[src/rtl/cla_pipe_adder.sv]
// Two-stage pipelined adder/subtractor built on two-level carry lookahead,
// with valid/ready handshaking on both the input and output sides.
module cla_pipe_adder #(
  parameter int unsigned WIDTH = 16,
  parameter int unsigned GROUP = 4
) (
  input  logic             clk,
  input  logic             rst,
  input  logic             in_valid,
  output logic             in_ready,
  input  logic [WIDTH-1:0] a,
  input  logic [WIDTH-1:0] b,
  input  logic             cin,
  input  logic             sub,
  output logic             out_valid,
  input  logic             out_ready,
  output logic [WIDTH-1:0] sum,
  output logic             cout,
  output logic             ovf,
  output logic             zero
);

  localparam int unsigned NG = WIDTH / GROUP;
  localparam int unsigned LW = 64;

  // Sum-of-products carry into position j: OR_k<j (g[k] & p[k+1..j-1]) | (c & p[0..j-1]).
  function automatic logic lookahead(input logic [LW-1:0] pp, input logic [LW-1:0] gg,
                                     input logic c, input int unsigned j);
    logic t;
    logic prop;
    t = 1'b0;
    for (int unsigned k = 0; k < LW; k++) begin
      if (k < j) begin
        prop = 1'b1;
        for (int unsigned m = 0; m < LW; m++) begin
          if (m > k && m < j) prop = prop & pp[m];
        end
        t = t | (gg[k] & prop);
      end
    end
    prop = 1'b1;
    for (int unsigned m = 0; m < LW; m++) begin
      if (m < j) prop = prop & pp[m];
    end
    return t | (c & prop);
  endfunction

  logic [WIDTH-1:0] b_eff;
  logic [WIDTH-1:0] p_c;
  logic [WIDTH-1:0] g_c;
  logic [NG-1:0]    gp_c;
  logic [NG-1:0]    gg_c;
  logic             c0_c;

  logic             s1_valid;
  logic [WIDTH-1:0] s1_p;
  logic [WIDTH-1:0] s1_g;
  logic [NG-1:0]    s1_gp;
  logic [NG-1:0]    s1_gg;
  logic             s1_c0;

  logic [NG:0]      gc_c;
  logic [WIDTH-1:0] c_c;
  logic [WIDTH-1:0] sum_c;
  logic             cout_c;
  logic             ovf_c;
  logic             zero_c;
  logic             s2_adv;

  // Subtraction folds into addition of ~b with an inverted carry-in.
  assign b_eff = sub ? ~b : b;
  assign c0_c  = sub ? ~cin : cin;
  assign p_c   = a ^ b_eff;
  assign g_c   = a & b_eff;

  // First level: group propagate/generate per GROUP-bit slice.
  always_comb begin
    gp_c = '0;
    gg_c = '0;
    for (int unsigned j = 0; j < NG; j++) begin
      gp_c[j] = &p_c[j*GROUP +: GROUP];
      gg_c[j] = lookahead(LW'(p_c[j*GROUP +: GROUP]), LW'(g_c[j*GROUP +: GROUP]), 1'b0, GROUP);
    end
  end

  // Second level: group carries across groups, then bit carries inside each group.
  always_comb begin
    gc_c = '0;
    c_c  = '0;
    for (int unsigned j = 0; j <= NG; j++) begin
      gc_c[j] = lookahead(LW'(s1_gp), LW'(s1_gg), s1_c0, j);
    end
    for (int unsigned j = 0; j < NG; j++) begin
      for (int unsigned i = 0; i < GROUP; i++) begin
        c_c[j*GROUP + i] = lookahead(LW'(s1_p[j*GROUP +: GROUP]), LW'(s1_g[j*GROUP +: GROUP]),
                                     gc_c[j], i);
      end
    end
  end

  assign sum_c  = s1_p ^ c_c;
  assign cout_c = gc_c[NG];
  assign ovf_c  = c_c[WIDTH-1] ^ gc_c[NG];
  assign zero_c = ~|sum_c;

  assign s2_adv   = !out_valid || out_ready;
  assign in_ready = !s1_valid || s2_adv;

  // Stage valids and the result register; reset flushes everything in flight.
  always_ff @(posedge clk) begin
    if (rst) begin
      s1_valid  <= 1'b0;
      out_valid <= 1'b0;
      sum       <= '0;
      cout      <= 1'b0;
      ovf       <= 1'b0;
      zero      <= 1'b0;
    end else begin
      if (in_ready) s1_valid <= in_valid;
      if (s2_adv) out_valid <= s1_valid;
      if (s2_adv && s1_valid) begin
        sum  <= sum_c;
        cout <= cout_c;
        ovf  <= ovf_c;
        zero <= zero_c;
      end
    end
  end

  // S1 payload is qualified by s1_valid, so it needs no reset.
  always_ff @(posedge clk) begin
    if (in_valid && in_ready) begin
      s1_p  <= p_c;
      s1_g  <= g_c;
      s1_gp <= gp_c;
      s1_gg <= gg_c;
      s1_c0 <= c0_c;
    end
  end

endmodule

[config.mk]
export PLATFORM = sky130hd
export DESIGN_NAME = cla_pipe_adder
export DESIGN_NICKNAME = d
export VERILOG_FILES = /design/src/rtl/cla_pipe_adder.sv
export SDC_FILE = /design/constraint.sdc
export NUM_CORES = 1
export LEC_CHECK = 0
export CORE_MARGIN = 2
export CORE_UTILIZATION = 40
export DETAILED_ROUTE_END_ITERATION = 12
export GPL_TIMING_DRIVEN = 0
export PLACE_DENSITY = 0.73
export SETUP_SLACK_MARGIN = 0.3
export SYNTH_ARGS = -nofsm -noshare
export SYNTH_HDL_FRONTEND = slang
export SYNTH_SLANG_ARGS = --single-unit
[constraint.sdc]
create_clock -name clk -period 4.7 [get_ports clk]
set_clock_uncertainty 0.2 [all_clocks]
set_input_delay 0.94 -clock clk [delete_from_list [all_inputs] [get_ports clk]]
set_output_delay 0.94 -clock clk [all_outputs]
set_load 0.01 [all_outputs]
Word level (Yosys, flattened, before mapping) --
Cells that the tools add are included.
Storage, ports and cells: register bits 61, input bits 38, output and inout port bits 21, logic and storage cells 153
Operators by class: multiplexer cells 2, bitwise logic cells 128, reductions and logical operators 12
Operators with widths (number):
- $and 1x1->1 | 76
- $or 1x1->1 | 46
- $xor 16x16->16 | 2
- $and 16x16->16 | 1
- $mux 16 | 1
- $not 16->16 | 1
- $reduce_and 4->1 | 4
- $reduce_or 16->1 | 1
- $logic_not 1->1 | 3
- $logic_and 1x1->1 | 2
- $logic_or 1x1->1 | 2
- $mux 1 | 1
- $not 1->1 | 1
- $xor 1x1->1 | 1

Logic depth before layout (Yosys ltp) --
Gate-level depths: netlist of run 1.
depth in word-level cells 10, mapped depth 10, gate-level depth less buffers 10

Least setup slack after synthesis of run 1 --
No wires, ideal clock.
path type input -> register, start input sub, end register s1_gg[1], data pin, setup time 257 ps, arrival time 2348 ps, data required time 4243 ps, setup slack 1895 ps, stages 8, buffers on the path 2, cells stage by stage clkbuf_1 -> buf_2 -> xor2_1 -> ha_1 -> a21oi_1 -> nor2b_1 -> o21ai_0 -> nand2b_1
On the way: cells in the longest elaborated chain, start to end 8, elaborated cells between the ends (all ways) 12, those cells by class mux: 1; bitwise: 11
Ends and longest elaborated chain:
- start: declaration | line 14 | input logic sub,
- $mux 16 | line 71 | assign b_eff = sub ? ~b : b;
- $xor 16x16->16 | line 73 | assign p_c = a ^ b_eff;
- via p_c[5] | line 49 | logic [WIDTH-1:0] p_c;
- $and 1x1->1 (2 in series) | line 36 | if (m > k && m < j) prop = prop & pp[m];
- $and 1x1->1 | line 38 | t = t | (gg[k] & prop);
- $or 1x1->1 (3 in series) | line 38
- via gg_c[1] | line 52 | logic [NG-1:0] gg_c;
- end signal: assignment | line 136 | s1_gg <= gg_c;
- end: declaration | line 59 | logic [NG-1:0] s1_gg;
The timed path passes the listed nets, and every way through them passes these cells. A chain may end at the register's enable or synchronous reset.

Worst setup path after layout of run 1 --
start input out_ready, end output in_ready
On the way: cells in the longest elaborated chain, start to end 2
Ends and longest elaborated chain:
- start: declaration | line 16 | input logic out_ready,
- $logic_or 1x1->1 | line 106 | assign s2_adv = !out_valid || out_ready;
- $logic_or 1x1->1 | line 107 | assign in_ready = !s1_valid || s2_adv;
- end: declaration | line 10 | output logic in_ready,
No other way between the ends.

==> impl_metrics.py, run 1 <==
metrics = {
    "run_status": {
        "outcome": "finished clean",
    },
    "global_routing": {
        "gr-total-overflow": 0,
        "grt_pass1_wl_microns": 8710,
        "grt_pass1_vias": 1955,
        "grt_max_degree": 38,
        "grt_usage_pct": 15.3,
        "antenna_found_initial": 0,
    },
    "synthesis": {
        "synthFlopType": "edfxtp_1",
        "synthMuxAreaShare_pct": 0,
        "yosysSeqAreaShare_pct": 54.0,
        "yosys_warnings": 0,
        "synth_compound_area_share_pct": 13.5,
        "syn_inst": 255,
        "yosysUniqueCellTypes": 40,
        "synth.avg_cell_area_sq_um": 11.1,
        "ys_ff_latch": 58,
        "synth_top_family_by_area": "simple AND/OR/NAND/NOR gates",
        "synth-simple-area-share_pct": 13.8,
        "synth_xor_area_share_pct": 8.34,
        "synthAdderAreaFrac_pct": 8.82,
        "syn_area_sq_um": 2840,
        "synth_edf_count": 37,
        "syn_nets": 313,
        "synthArstFlopShare_pct": 0,
    },
    "layout": {
        "multi_input_area_sq_um": 1260,
        "fillers": 627,
        "utilization_pct": 54.7,
        "final_common_cell": "clkdlybuf4s50_1",
        "final_cell_mix": "57 x clkdlybuf4s50_1, 37 x edfxtp_1, 35 x nand2_1",
        "syn_to_final_growth_pct": 31.7,
        "final_nets": 381,
        "layoutNonFillerInstCount": 424,
        "n_antenna_cell": 0,
        "drive_above_1_share_pct": 7.32,
        "register_area_sq_um": 1530,
    },
    "detailed_routing": {
        "ant_nets": 0,
        "dr.pass1.iters": 4,
        "vias": 2056,
        "wl_microns": 5330,
        "drt_iter0_drc": 82,
        "drc": 0,
        "via_per_inst": 4.85,
        "routedWlPerCell_microns": 12.6,
    },
    "pwr": {
        "p_leak_nw": 1.39,
        "peakVddDrop_v": 0.000173,
        "sw_frac_of_total_pct": 25.4,
        "p_sw_w": 0.000344,
        "p_seq_share_pct": 46.4,
        "intPower_w": 0.00101,
        "clockPowerShare_pct": 35.5,
        "p_per_area_nw_per_um2": 363,
        "p_comb_share_pct": 18.1,
    },
    "min_path": {
        "min_path_cells": 2,
        "hold_path.class": "reg2reg",
        "holdCritStartpoint": "sum[13]",
        "holdPathEnd": "sum[13]",
    },
    "critical_path": {
        "critPathMostFrequentCell": "clkdlybuf4s50_1",
        "reg2reg_depth": 10,
        "cp.arrival_ns": 2.20,
        "reg2reg_slack_ns": 1.76,
        "max_stage_delay_ns": 0.49,
        "slowest_stage": "clkdlybuf4s50_1",
        "crit_path_end_kind": "output port",
        "crit_chain": "clkdlybuf4s50_1, nor2b_1, nand2_1, clkdlybuf4s50_1",
        "reg2reg_from": "s1_c0",
        "crit_buf_inv": 2,
        "cp-start-kind": "input pin",
        "crit_path_max_fanout": 5,
        "crit_family": "buffers and inverters",
        "required_ns": 3.56,
        "critPathKind": "in2out",
        "rr_endpoint": "zero",
        "crit_cells": 4,
    },
    "placement": {
        "dp_hpwl_microns": 4120,
        "gp_congestion": 0.801,
        "dp.cells": 408,
        "port_buffers": 57,
    },
    "clocking": {
        "cts_sinks": 58,
        "holdBufCountCts": 0,
        "worstSkewPairLatency_ns": 0.34,
        "root_buffer": "clkbuf_8",
        "cts_buffers": 9,
        "clockBufferDepth": 2,
        "clk_pin_slew_ns": 0.06,
        "tritoncts": "done",
        "cts_resized": 0,
        "h-tree-depth": 3,
        "cts_setup_buffers": 0,
    },
    "timing": {
        "fin_crit_sh_pct": 71.1,
        "fmax_mhz": 299,
        "hold_viol": 0,
        "tightest_slew_ns": 0.795,
        "setup_viol": 0,
        "setup_tns_ns": 0,
        "report.final.slew_viol_count": 0,
        "relSlewSlack_pct": 47.0,
        "period_minus_slack_ns": 3.34,
        "rsz0062_at_grt": "no",
    },
    "die": {
        "rows": 30,
        "die_h_microns": 88.2,
        "die_area_sq_um": 7780,
        "die_w_microns": 88.2,
        "boundaryPins": 59,
        "coreArea_sq_um": 6830,
        "start_util_pct": 41.5,
    },
    "flow_run": {
        "cap_violations": 0,
    },
}
-- through the flow --
stage	total power [W]	instance area (sq um)	hold slack (ns)	setup slack [ns]
2_1_floorplan	0.000782	2840	0.281	1.90
5_1_grt	0.00143	3740	0.265	1.26
4_1_cts	0.00137	3740	0.255	1.35
3_3_place_gp	0.000882	3530	0.243	1.33
6_report	0.00136	3740	0.253	1.36
3_5_place_dp	0.000887	3530	0.247	1.36
-- worst max-delay path by stage --
stage / from / endpoint / slack [ns]
finish: out_ready / in_ready / 1.36
global route: out_ready / in_ready / 1.26
CTS: out_ready / in_ready / 1.35
detailed placement: out_ready / in_ready / 1.36
global placement: out_ready / s1_gg[1] / 1.33
floorplan: sub / s1_gg[1] / 1.90
-- sequential cells by signal, summed over array words and instances, names as in the netlist --
signal	count
cout	1
out_valid	1
ovf	1
s1_c0	1
s1_g	12
s1_gg	4
s1_gp	4
s1_p	16
s1_valid	1
sum	16
zero	1
-- logic make-up after synthesis --
kind of cell,Yosys count
buffers and inverters,11
adders and majority gates,20
and+or+nand+nor,80
DFF,58
xor gates and xnor gates,27
AOI/OAI and AO/OA,59
-- power groups by stage --
stage	Combinational, W	Clock [W]	Sequential (W)
finish	0.000246	0.000482	0.000630
detailed placement	0.000247	0	0.000640
global placement	0.000243	0	0.000639
floorplan	0.000143	0	0.000639
CTS	0.000249	0.000495	0.000629
global route	0.000276	0.000517	0.000636
-- layout make-up --
cell class,instances,area share [%]
Buffer,8,0.871
Clock buffer,9,3.32
Inverter,3,0.301
Timing Repair Buffer,57,15.3
Sequential cell,58,41.0
Clock inverter,7,2.24
Tap cell,96,3.22
Multi-Input combinational cell,186,33.8
-- per-layer routing --
metal  global-route usage (%)  vias to the layer above  share of wire, %  wire length [microns]
met5                        0                        -                 0                      0
met4                     10.3                        0               3.2                    170
met3                     5.04                       14               6.3                    335
met2                     23.7                       65                46                   2440
met1                     18.0                      920                45                   2380
li1                         -                     1057                 -                      -
-- worst register-to-register path, cell delays in order (launching register included) --
cell and delay, ns:
edfxtp_1 0.49, a211o_1 0.36, a21oi_1 0.28, inv_1 0.11, ha_1 0.20, nor2_2 0.09, xnor2_1 0.09, or4_1 0.54
nor4_2 0.16, nand3b_1 0.14, o31ai_2 0.20
-- synth_stat cells, types with 2 or more instances --
cell type  instances  area share, %
and4_1             4            1.2
xnor2_1            6            1.9
ha_1              20            8.8
o211ai_1           2           0.53
o21bai_1           2           0.53
a21oi_1           27            4.8
nand2b_1           6            1.3
inv_1              3           0.40
o21a_1             2           0.53
xor2_1            21            6.5
nand2_1           35            4.6
buf_2              2           0.35
a21o_1             3           0.79
nand3b_1           2           0.53
nand3_1            2           0.35
o21ai_1            2           0.35
dfxtp_1           21             15
a211oi_1           3           0.79
o21ai_0            8            1.4
clkbuf_1           5           0.66
nor2_1            13            1.7
edfxtp_1          37             39
a211o_1            2           0.62
nor2b_1            6            1.3
nor3_1             6            1.1
No activity file was read; power rests on OpenSTA's default activity.
==> run 2, diff against run 1 <==
clock period = 3.2 ns   (was 4.7 ns; I/O delays follow)
==> run 2 against run 1 <==
Against the previous run:
- first-iteration DRC count increased by 6.1%
- power increased by 48%
- via count increased by 1.6%
- die area unchanged
- cell area increased by 1.3%
- worst hold slack about the same
- final cell count increased by 1.4%
- clock power increased by 47%
- critical path type is now reg2reg
- wire length increased by 1.3%
- flip-flop and latch count unchanged
- worst setup slack got worse by 0.94 ns
- critical endpoint is now zero
- global-route usage about the same
==> impl_metrics.py, run 2 (same netlist as run 1, synthesis figures left out) <==
metrics = {
    "run_status": {
        "outcome": "finished clean",
    },
    "die": {
        "start_util_pct": 41.5,
        "rows": 30,
        "coreArea_sq_um": 6830,
        "boundaryPins": 59,
        "die_h_microns": 88.2,
        "die_area_sq_um": 7780,
        "die_w_microns": 88.2,
    },
    "timing": {
        "fin_crit_sh_pct": 87.0,
        "report.final.slew_viol_count": 0,
        "setup_viol": 0,
        "rsz0062_at_grt": "no",
        "period_minus_slack_ns": 2.78,
        "tightest_slew_ns": 0.796,
        "setup_tns_ns": 0,
        "hold_slack_ns": 0.253,
        "hold_viol": 0,
        "relSlewSlack_pct": 46.9,
        "fmax_mhz": 359,
    },
    "clocking": {
        "worstSkewPairLatency_ns": 0.34,
        "holdBufCountCts": 0,
        "tritoncts": "done",
        "clk_pin_slew_ns": 0.06,
        "cts_buffers": 9,
        "cts_sinks": 58,
        "clockBufferDepth": 2,
        "root_buffer": "clkbuf_8",
        "h-tree-depth": 3,
    },
    "critical_path": {
        "cp-start-kind": "flop",
        "critPathKind": "reg2reg",
        "crit_path_max_fanout": 4,
        "crit_chain": "a211o_1, a21oi_2, inv_1, ha_1, nor2_2, xnor2_1, or4_1, nor4_2, nand3b_1, o31ai_2",
        "crit_path_end_kind": "flop",
        "max_stage_delay_ns": 0.54,
        "slowest_stage": "or4_1",
        "reg2reg_slack_ns": 0.42,
        "required_ns": 3.25,
        "cp.arrival_ns": 2.84,
    },
    "min_path": {
        "hold_path.class": "reg2reg",
    },
    "layout": {
        "drive_above_1_share_pct": 9.28,
        "largestRegisters": "s1_p x16, sum x16, s1_g x12",
        "final_cell_mix": "57 x clkdlybuf4s50_1, 37 x edfxtp_1, 35 x nand2_1",
        "final_common_cell": "clkdlybuf4s50_1",
        "fillers": 622,
        "n_antenna_cell": 0,
        "final_nets": 387,
        "syn_to_final_growth_pct": 33.4,
    },
    "global_routing": {
        "grt_pass1_wl_microns": 8690,
        "grt_usage_pct": 15.2,
        "grt_max_degree": 38,
        "antenna_found_initial": 0,
        "grt_pass1_vias": 1953,
        "gr-total-overflow": 0,
    },
    "pwr": {
        "peakVddDrop_v": 0.000258,
        "p_leak_nw": 1.42,
        "p_per_area_nw_per_um2": 530,
    },
    "detailed_routing": {
        "dr.pass1.iters": 4,
        "drt_iter0_drc": 87,
        "ant_nets": 0,
        "via_per_inst": 4.86,
        "wl_microns": 5400,
        "drc": 0,
        "routedWlPerCell_microns": 12.6,
        "vias": 2088,
    },
    "placement": {
        "gp_congestion": 0.801,
        "port_buffers": 57,
        "dp_hpwl_microns": 4120,
    },
    "flow_run": {
        "cap_violations": 0,
    },
}
## run 2: routing by layer
metal / vias to the layer above / wire length [microns] / GRT usage (%)
li1: 1070 / - / -
met1: 937 / 2420 / 17.9
met2: 67 / 2490 / 23.7
met3: 14 / 332 / 5.04
met4: 0 / 165 / 10.3
met5: - / 0 / 0
## run 2: layout make-up
cell class	instances	area, sq um	area share, %
inverters	3	11.3	0.298
repair buffers	63	616	16.3
clock buffers	9	124	3.27
flip-flops and latches	58	1530	40.5
multi-input cells	186	1270	33.5
well taps	96	120	3.17
clock inverters	7	83.8	2.21
plain buffers	8	32.5	0.860
## run 2: worst paths after layout
path | start | end | cells after the start
setup / recovery | s1_c0 | zero | 10
hold reg to reg | sum[13] | sum[13] | 2
setup reg to reg | s1_c0 | zero | 10
hold / removal | sum[13] | sum[13] | 2
## run 2: report_power, final
group	leakage (nW)	switching [W]	internal [W]	total, W
clock network	0.110	0.000278	0.000429	0.000707
registers	0.540	0.0000457	0.000878	0.000924
logic	0.769	0.000185	0.000190	0.000375
total	1.42	0.000509	0.00150	0.00201
## run 2: repair_timing
action,CTS,global route
setup buffers,0,6
resized for setup,1,0
setup endpoints to repair,1,1
endpoints found under the hold margin,0,0
pin swaps,0,0
## run 2: worst max-delay path: cells and delay by family (launching register included)
kind,cells,cell delay (ns)
compound gates,3,0.77
xor+xnor,1,0.09
fa+ha+maj,1,0.19
buf+inv,1,0.09
flops,1,0.44
simple gates,4,0.93
## run 2: through the flow
| step | utilization [%] | std cells | setup slack, ns | instance area [sq um] | total power (W) |
|---|---|---|---|---|---|
| final | 55.4 | 430 | 0.416 | 3780 | 0.00201 |
| after global routing | 55.4 | 430 | 0.280 | 3780 | 0.00211 |
| after CTS | 54.7 | 424 | 0.355 | 3740 | 0.00202 |
| after detailed placement | 51.6 | 408 | 0.298 | 3530 | 0.00130 |
| after global placement | 51.6 | 408 | 0.127 | 3530 | 0.00130 |
| after floorplan | - | 255 | 0.584 | 2840 | 0.00115 |
==> run 3, diff against run 2 <==
--- a/config.mk
+++ b/config.mk
@@ -11,3 +11,3 @@
 export GPL_TIMING_DRIVEN = 0
-export PLACE_DENSITY = 0.73
+export PLACE_DENSITY = 0.75
 export SETUP_SLACK_MARGIN = 0.3
@@ -16 +16,2 @@
 export SYNTH_SLANG_ARGS = --single-unit
+export TNS_END_PERCENT = 30
==> constraint.sdc (replaced) <==
create_clock -name clk -period 2.4 [get_ports clk]
set_clock_uncertainty 0.2 [all_clocks]
set_input_delay 0.24 -clock clk [delete_from_list [all_inputs] [get_ports clk]]
set_output_delay 0.24 -clock clk [all_outputs]
set_load 0.01 [all_outputs]
==> run 3 against run 2 <==
Against the previous run:
- the run now ends with negative setup slack left
- fmax up 12%
- worst setup slack worse by 0.51 ns
- global-route usage down 0.35 points
- combinational power up 33%
- core utilization down 0.16 points
- power up 33%
- clock power up 33%
- worst hold slack worse by 0.051 ns
- critical path type unchanged
==> impl_metrics.py, run 3 (same netlist as run 1, synthesis figures left out) <==
metrics = {
    "critical_path": {
        "crit_buf_inv": 0,
        "crit_path_end_kind": "flop",
        "cp-start-kind": "flop",
        "crit_family": "simple AND/OR/NAND/NOR gates",
        "required_ns": 2.45,
        "max_stage_delay_ns": 0.52,
        "cp.arrival_ns": 2.54,
        "reg2reg_slack_ns": -0.09,
        "critPathMostFrequentCell": "nor2_1",
        "reg2reg_depth": 9,
        "crit_chain": "a211oi_2, nor2_1, ha_1, nor2_1, xnor2_1, or4_1, nor4_2, nand3b_1, o31ai_2",
        "crit_start": "s1_gp[0]",
        "rr_endpoint": "zero",
        "slowest_stage": "or4_1",
        "reg2reg_from": "s1_gp[0]",
        "critPathKind": "reg2reg",
        "crit_path_max_fanout": 3,
    },
    "global_routing": {
        "antenna_found_initial": 0,
        "grt_usage_pct": 14.9,
        "grt_pass1_wl_microns": 8760,
        "grt_pass1_vias": 1960,
        "grt_max_degree": 38,
        "gr-total-overflow": 0,
    },
    "detailed_routing": {
        "drc": 0,
        "routedWlPerCell_microns": 12.5,
        "vias": 2062,
        "wl_microns": 5340,
        "drt_iter0_drc": 71,
        "ant_nets": 0,
        "dr.pass1.iters": 4,
        "via_per_inst": 4.82,
    },
    "timing": {
        "hold_slack_ns": 0.202,
        "hold_viol": 0,
        "report.final.slew_viol_count": 0,
        "fmax_mhz": 401,
        "relSlewSlack_pct": 45.7,
        "layout_setup_ws_ns": -0.0935,
        "period_minus_slack_ns": 2.49,
        "fin_crit_sh_pct": 104,
        "rsz0062_at_grt": "yes",
        "setup_viol": 1,
        "tightest_slew_ns": 0.814,
    },
    "layout": {
        "final_common_cell": "clkdlybuf4s50_1",
        "drive_above_1_share_pct": 9.64,
        "final_nets": 385,
        "largestRegisters": "s1_p x16, sum x16, s1_g x12",
        "syn_to_final_growth_pct": 33.0,
        "design_area_sq_um": 3770,
        "utilization_pct": 55.2,
        "final_cell_mix": "57 x clkdlybuf4s50_1, 37 x edfxtp_1, 35 x nand2_1",
        "fillers": 615,
        "layoutNonFillerInstCount": 428,
        "n_antenna_cell": 0,
    },
    "run_status": {
        "outcome": "finished, violations left",
        "failed_checks": "negative setup slack",
    },
    "placement": {
        "dp.cells": 408,
        "gp_congestion": 0.766,
        "place_area_sq_um": 3530,
        "pre_cts_ws_ns": -0.238,
        "port_buffers": 57,
        "dp_hpwl_microns": 4080,
    },
    "pwr": {
        "peakVddDrop_v": 0.000346,
        "p_per_area_nw_per_um2": 708,
        "p_comb_share_pct": 18.6,
        "p_seq_share_pct": 46.1,
        "intPower_w": 0.00199,
        "clockPowerShare_pct": 35.3,
        "p_sw_w": 0.000677,
        "sw_frac_of_total_pct": 25.3,
        "p_leak_nw": 1.41,
    },
    "die": {
        "boundaryPins": 59,
        "die_h_microns": 88.2,
        "die_w_microns": 88.2,
        "rows": 30,
        "start_util_pct": 41.5,
        "die_area_sq_um": 7780,
        "coreArea_sq_um": 6830,
    },
    "min_path": {
        "holdPathEnd": "s1_c0",
        "hold_path.class": "in2reg",
        "min_path_cells": 2,
        "holdCritStartpoint": "sub",
    },
    "clocking": {
        "h-tree-depth": 3,
        "root_buffer": "clkbuf_8",
        "clockBufferDepth": 2,
        "cts_buffers": 9,
        "cts_sinks": 58,
        "worstSkewPairLatency_ns": 0.33,
        "tritoncts": "done",
        "clk_pin_slew_ns": 0.07,
    },
    "flow_run": {
        "cap_violations": 0,
    },
}
run 3: cell types whose count changed in the layout (fill, tap and decap cells not counted):
cell      delta
buf_4        -2
clkbuf_1     -1
clkbuf_2     +1
ha_1         -1
ha_2         +1
inv_1        -1
inv_2        +1
run 3: area by class of cell:
type                    instances  area [sq um]  share of cell area [%]
well taps                      96           120                    3.18
inverters                       3          11.3                   0.298
flip-flops and latches         58          1530                    40.6
clock buffers                   9           124                    3.28
multi-input cells             186          1270                    33.6
repair buffers                 61           601                    15.9
clock inverters                 7          83.8                    2.22
plain buffers                   8          33.8                   0.895
run 3: worst max path at each step:
stage	depth (start not counted)	end	slack, ns
after floorplan	10	zero	-0.02
after global placement	10	zero	-0.19
after detailed placement	10	zero	-0.24
after CTS	9	zero	-0.11
after global routing	9	zero	-0.25
final	9	zero	-0.09
run 3: through the flow:
stage,TNS (ns),power [W]
4_1_cts,-0.106,0.00269
3_3_place_gp,-0.212,0.00173
6_report,-0.0935,0.00267
3_5_place_dp,-0.310,0.00174
5_1_grt,-0.251,0.00280
2_1_floorplan,-0.0197,0.00153
run 3: per-layer routing:
metal	track usage [%]	share of wire [%]	up-vias	wire length [microns]
li1	-	-	1067	-
met1	17.9	45	928	2430
met3	3.92	5.3	4	285
met2	24.9	48	63	2570
met5	0	0	-	0
met4	6.89	1.1	0	58
run 3: repair_timing:
item | in CTS | in global routing
resized for setup | 1 | 3
buffers inserted | 4 | 0
setup endpoints to repair | 1 | 4
cloned | 0 | 0
pin swaps | 2 | 0
hold buffers | 0 | 0
run 3: power by group through the flow:
stage	combinational, W	sequential (W)	clock [W]
2_1_floorplan	0.000282	0.00125	0
3_3_place_gp	0.000475	0.00125	0
3_5_place_dp	0.000485	0.00125	0
4_1_cts	0.000502	0.00123	0.000960
5_1_grt	0.000558	0.00124	0.000999
6_report	0.000498	0.00123	0.000943
